$ cat config.mk
export PLATFORM = sky130hd
export DESIGN_NAME = shot_sequencer
export DESIGN_NICKNAME = d
export VERILOG_FILES = /design/src/rtl/shot_sequencer.sv
export SDC_FILE = /design/constraint.sdc
export NUM_CORES = 1
export LEC_CHECK = 0
export CAP_MARGIN = 20
export CORE_MARGIN = 5
export CORE_UTILIZATION = 50
export DETAILED_ROUTE_END_ITERATION = 6
export PLACE_DENSITY = 0.74
export SYNTH_ARGS = -nofsm -noshare
export SYNTH_HDL_FRONTEND = slang
export SYNTH_SLANG_ARGS = --single-unit
$ cat constraint.sdc
create_clock -name clk -period 4.69 [get_ports clk]
set_input_delay 0.938 -clock clk [delete_from_list [all_inputs] [get_ports clk]]
set_output_delay 0.938 -clock clk [all_outputs]
set_load 0.05 [all_outputs]
$ cat src/rtl/shot_sequencer.sv
// shot_sequencer: turn controller for the projectile game.
// Ports: clk/reset, fire/ack buttons, velocity switches, projectile position
// in; latched velocities, proj_clr/tick strobes, one-hot state flags,
// shots_left and score out.
module shot_sequencer #(
  parameter int TICK_CYCLES  = 50_000_000,
  parameter int MAX_TICKS    = 64,
  parameter int SHOTS        = 3,
  parameter int GROUND_Y     = 475,
  parameter int EDGE_X       = 775,
  parameter int TARGET_X_MIN = 650,
  parameter int TARGET_X_MAX = 675,
  parameter int PROJ_W       = 5,
  parameter int PROJ_H       = 2
) (
  input  logic       clk,
  input  logic       reset,
  input  logic       fire,
  input  logic       ack,
  input  logic [3:0] vX_in,
  input  logic [3:0] vY_in,
  input  logic [9:0] proj_x,
  input  logic [9:0] proj_y,
  output logic [3:0] vX,
  output logic [3:0] vY,
  output logic       proj_clr,
  output logic       tick,
  output logic       q_Init,
  output logic       q_Aim,
  output logic       q_Animate,
  output logic       q_Hit,
  output logic       q_Miss,
  output logic       q_Done,
  output logic [2:0] shots_left,
  output logic [3:0] score
);

  localparam int TW = $clog2(TICK_CYCLES + 1);

  localparam logic [10:0] GY    = 11'(GROUND_Y);
  localparam logic [10:0] EX    = 11'(EDGE_X);
  localparam logic [10:0] TXMIN = 11'(TARGET_X_MIN);
  localparam logic [10:0] TXMAX = 11'(TARGET_X_MAX);
  localparam logic [10:0] PW    = 11'(PROJ_W);
  localparam logic [10:0] PH    = 11'(PROJ_H);

  typedef enum logic [2:0] {
    S_INIT,
    S_AIM,
    S_LAUNCH,
    S_FLIGHT,
    S_HIT,
    S_MISS,
    S_DONE
  } state_t;

  state_t state;
  state_t next;

  logic          fire_q;
  logic          ack_q;
  logic [TW-1:0] tcnt;
  logic [6:0]    step;

  logic        fire_edge;
  logic        ack_edge;
  logic        vel_nz;
  logic        tc_wrap;
  logic [10:0] x_sum;
  logic [10:0] y_sum;
  logic        landed;
  logic        on_tgt;
  logic        at_edge;
  logic        timeout;
  logic        judge;

  assign fire_edge = fire & ~fire_q;
  assign ack_edge  = ack & ~ack_q;
  assign vel_nz    = |{vX_in, vY_in};
  assign tc_wrap   = (tcnt == TW'(TICK_CYCLES - 1));

  // 11-bit sums so a box near column/row 1023 does not wrap to 0.
  assign x_sum = {1'b0, proj_x} + PW;
  assign y_sum = {1'b0, proj_y} + PH;

  // Rows 512..1023 are the projectile wrapped above the screen top.
  assign landed  = (y_sum >= GY) && !proj_y[9];
  assign on_tgt  = (x_sum >= TXMIN) && ({1'b0, proj_x} <= TXMAX);
  assign at_edge = (x_sum >= EX);
  assign timeout = (step == 7'(MAX_TICKS));

  // Position is only meaningful after the datapath has taken one step.
  assign judge = (step != 7'd0);

  always_comb begin
    next      = state;
    q_Init    = 1'b0;
    q_Aim     = 1'b0;
    q_Animate = 1'b0;
    q_Hit     = 1'b0;
    q_Miss    = 1'b0;
    q_Done    = 1'b0;
    proj_clr  = 1'b0;
    tick      = 1'b0;
    unique case (state)
      S_INIT: begin
        q_Init = 1'b1;
        next   = S_AIM;
      end
      S_AIM: begin
        q_Aim = 1'b1;
        if (fire_edge && vel_nz) next = S_LAUNCH;
      end
      S_LAUNCH: begin
        proj_clr = 1'b1;
        next     = S_FLIGHT;
      end
      S_FLIGHT: begin
        q_Animate = 1'b1;
        tick      = tc_wrap;
        if (judge) begin
          if (landed)
            next = on_tgt ? S_HIT : S_MISS;
          else if (at_edge || timeout)
            next = S_MISS;
        end
      end
      S_HIT, S_MISS: begin
        q_Hit  = (state == S_HIT);
        q_Miss = (state == S_MISS);
        if (ack_edge)
          next = (shots_left == 3'd0) ? S_DONE : S_AIM;
      end
      S_DONE: begin
        q_Done = 1'b1;
        if (ack_edge) next = S_INIT;
      end
      default: next = S_INIT;
    endcase
  end

  always_ff @(posedge clk) begin
    if (reset) begin
      state      <= S_INIT;
      fire_q     <= 1'b0;
      ack_q      <= 1'b0;
      vX         <= 4'd0;
      vY         <= 4'd0;
      shots_left <= 3'(SHOTS);
      score      <= 4'd0;
      tcnt       <= '0;
      step       <= 7'd0;
    end else begin
      state  <= next;
      fire_q <= fire;
      ack_q  <= ack;

      if (state == S_AIM && next == S_LAUNCH) begin
        vX         <= vX_in;
        vY         <= vY_in;
        shots_left <= shots_left - 3'd1;
      end

      if (next == S_INIT) begin
        score      <= 4'd0;
        shots_left <= 3'(SHOTS);
      end

      if (state == S_FLIGHT && next == S_HIT && score != 4'hF)
        score <= score + 4'd1;

      if (state == S_FLIGHT) begin
        tcnt <= tc_wrap ? '0 : tcnt + TW'(1);
        if (tc_wrap) step <= step + 7'd1;
      end else begin
        tcnt <= '0;
        step <= 7'd0;
      end
    end
  end

endmodule

==> results.json <==
{
  "synth_xor_area_share_pct": 9.023,
  "min-delay-start": "tcnt[0]$_SDFF_PP0_",
  "powerDensity_mw_per_mm2": 237.7,
  "max_freq_mhz": 276.5,
  "dp_hpwl_um": 4645,
  "clk_latency_ns": 0.31,
  "vias_per_cell": 5.354,
  "ys.flop_type": "dfxtp_1",
  "rr_worst_depth": 6,
  "area_delta_synth_final_pct": 21.87,
  "hold_viol_final": 0,
  "overflow": 0,
  "die_x_um": 87.58,
  "grt_max_degree": 26,
  "cts_root_buffer": "clkbuf_8",
  "path_class": "input pin to flop",
  "n_antenna_cell": 0,
  "critPathCaptureType": "flop",
  "hp-class": "flop to flop",
  "globalplace.congestion": 0.8690,
  "first_global_vias": 2382,
  "maxCapViolations": 0,
  "r2r-end": "step[5]$_SDFFE_PP0N_",
  "grt_pass1_wl_um": 10380,
  "mostFrequentLayoutCells": "clkdlybuf4s50_1, dfxtp_1, nor2_1, nand2_1, xor2_1",
  "synth_fa_ha_area_share_pct": 4.574,
  "ctsResizeCount": 0,
  "crit_fanout": 11,
  "vias": 2559,
  "worstSetupStartpointType": "input pin",
  "r2r_start": "tcnt[0]$_SDFF_PP0_",
  "cts_sinks": 53,
  "skew_ns": 0.01204,
  "fp.dieArea_mm2": 0.007669,
  "drive_gt1_share_pct": 6.452,
  "ctsHtreeMaxLevel": 2,
  "drv_slew": 0,
  "synthArstFlopShare_pct": 0,
  "status": "finished, final reports clean",
  "worstPathRequired_ns": 4.85,
  "hold_depth": 1,
  "drc_errors": 0,
  "io_buffer_count": 54,
  "cts_tree": "yes",
  "clk_pin_slew_ns": 0.10,
  "grt_usage_pct": 16.50,
  "wire_per_inst_um": 12.73,
  "synth_top_family_by_area": "simple AND/OR/NAND/NOR gates",
  "synth_cells": 355,
  "cts_setup_buffers": 0,
  "worstPathCellList": "clkdlybuf4s50_1 > ha_1 > or2_1 > a2111oi_4 > a41oi_2 > o2111a_1 > o41a_1 > a41oi_1 > a211oi_1",
  "synth-compound-area-share_pct": 15.93,
  "finalNetCount": 445,
  "antenna_found_initial": 0,
  "min_period_over_period_pct": 77.11,
  "worst_ep_arrival_time_ns": 3.78,
  "final_common_cell": "clkdlybuf4s50_1",
  "slowest_delay_ns": 0.58,
  "min_period_ns": 3.617,
  "antenna_left": 0,
  "rows": 28,
  "dr.pass1.iters": 4,
  "setup_violations": 0,
  "syn_area_mm2": 0.003009,
  "min_to": "tcnt[0]$_SDFF_PP0_",
  "synthMuxAreaShare_pct": 4.407,
  "synth_fp_nets": 398,
  "drtIter0Drc": 97,
  "slowest_stage": "clkdlybuf4s50_1",
  "cts_buffer_depth": 2,
  "ys_ff_latch": 53,
  "wl_um": 6087,
  "yosys.area_share.simple_pct": 26.36,
  "vdd_ir_drop_max_mv": 0.2125,
  "tns_ns": 0,
  "syn_avg_cell_area_um2": 8.476,
  "core_area_mm2": 0.005886,
  "ioPinCount": 55,
  "rsz0062_at_grt": "no",
  "ys_seq_area_share_pct": 35.26,
  "worst_pin_slew_ns": 0.7913,
  "reg2reg_setup_slack_ns": 2.45,
  "cts-hold-fix-buffers": 0,
  "yosysUniqueCellTypes": 63,
  "power_leakage_nw": 1.278,
  "fillers": 529,
  "slew_headroom_pct": 47.08,
  "die_h_um": 87.58,
  "ys_warn_count": 0,
  "numCtsBuffers": 5,
  "start_util_pct": 51.13,
  "power_mw": 0.8716,
  "synth_enable_flop_cells": 0
}
[cells in the mapped netlist (all sizes together) (3+ instances only)]
master | count | area [µm²]
a2111oi | 3 | 51.30
nor2 | 52 | 195.2
nor3b | 4 | 30.03
xnor2 | 10 | 87.58
nor4 | 6 | 43.79
nand3 | 14 | 70.07
o21ai | 11 | 55.05
and2 | 3 | 20.02
or3 | 3 | 18.77
mux2i | 11 | 110.1
or2 | 4 | 25.03
a211oi | 5 | 37.54
buf | 5 | 36.28
xor2 | 21 | 183.9
dfxtp | 53 | 1061
a211o | 4 | 36.29
nor3 | 6 | 30.03
a41oi | 3 | 33.79
o21a | 3 | 23.77
o31ai | 3 | 22.52
nand4 | 12 | 75.07
clkbuf | 10 | 37.54
a21oi | 11 | 55.05
nor2b | 6 | 37.54
ha | 11 | 137.6
and3 | 3 | 20.02
nand2b | 8 | 50.05
nand3b | 3 | 22.52
o22ai | 3 | 18.77
inv | 16 | 60.06
nand2 | 23 | 86.33
[state kept, by name (all words and copies together), names as in the netlist]
name and count:
ack_q 1, score 4, state 3, fire_q 1, vX 4, step 7
tcnt 26, shots_left 3, vY 4
[how the worst max path moves through the flow]
stage                                 endpoint  startpoint  slack (ns)  cells past startpoint
finish                   score[2]$_SDFFE_PP0P_   proj_x[0]        1.07                      9
global route             score[2]$_SDFFE_PP0P_   proj_x[0]        0.87                      9
CTS                      score[2]$_SDFFE_PP0P_   proj_x[0]        1.10                      9
detailed placement       score[2]$_SDFFE_PP0P_   proj_x[0]        0.76                      9
global placement         score[2]$_SDFFE_PP0P_   proj_x[0]        0.83                      9
floorplan           shots_left[0]$_SDFFE_PP1P_   proj_x[0]        1.61                      9
[routing by layer]
metal	GRT usage, %	share of wire (%)
met1	20.96	47
met2	28.08	46
met3	3.481	5.4
met4	5.021	0.87
met5	0	0
[worst max-delay path: cells and delay by family]
family | cells | cell delay, ns
AO/OA/AOI/OAI | 6 | 1.57
adder cells (fa/ha/maj) | 1 | 0.36
buffers and inverters | 1 | 0.58
AND/OR/NAND/NOR | 1 | 0.33
[per-stage QoR]
stage | cell area, µm² | hold slack (ns) | setup WS [ns] | std cells | util (%)
floorplan | 3009 | 0.4378 | 1.608 | 355 | -
global placement | 3577 | 0.4598 | 0.8317 | 470 | 60.78
detailed placement | 3577 | 0.4651 | 0.7619 | 470 | 60.78
CTS | 3667 | 0.4891 | 1.098 | 478 | 62.31
global route | 3667 | 0.5383 | 0.8730 | 478 | 62.31
finish | 3667 | 0.4885 | 1.073 | 478 | 62.31
[report_power, final]
group          internal (mW)  switching (mW)
Sequential             0.457         0.00639
Clock                  0.106           0.155
Combinational         0.0650          0.0819
Total                  0.628           0.244
[kinds of logic (layout without fill, tap and decap cells)]
logic type | count (synthesis) | after routing
and+or+nand+nor | 155 | 155
xor gates and xnor gates | 31 | 31
adders and majority gates | 11 | 11
AOI/OAI and AO/OA | 61 | 61
buffers and inverters | 31 | 79
DFF | 53 | 53
muxes | 13 | 13
[cell type report]
cell class / instances / area, µm² / area share [%]
multi-input cells: 271 / 1814 / 49.47
flip-flops and latches: 53 / 1061 / 28.93
repair buffers: 55 / 548.0 / 14.94
well taps: 75 / 93.84 / 2.559
clock buffers: 5 / 68.82 / 1.876
inverters: 16 / 60.06 / 1.638
clock inverters: 3 / 21.27 / 0.5800
No activity file was read; power rests on OpenSTA's default activity.
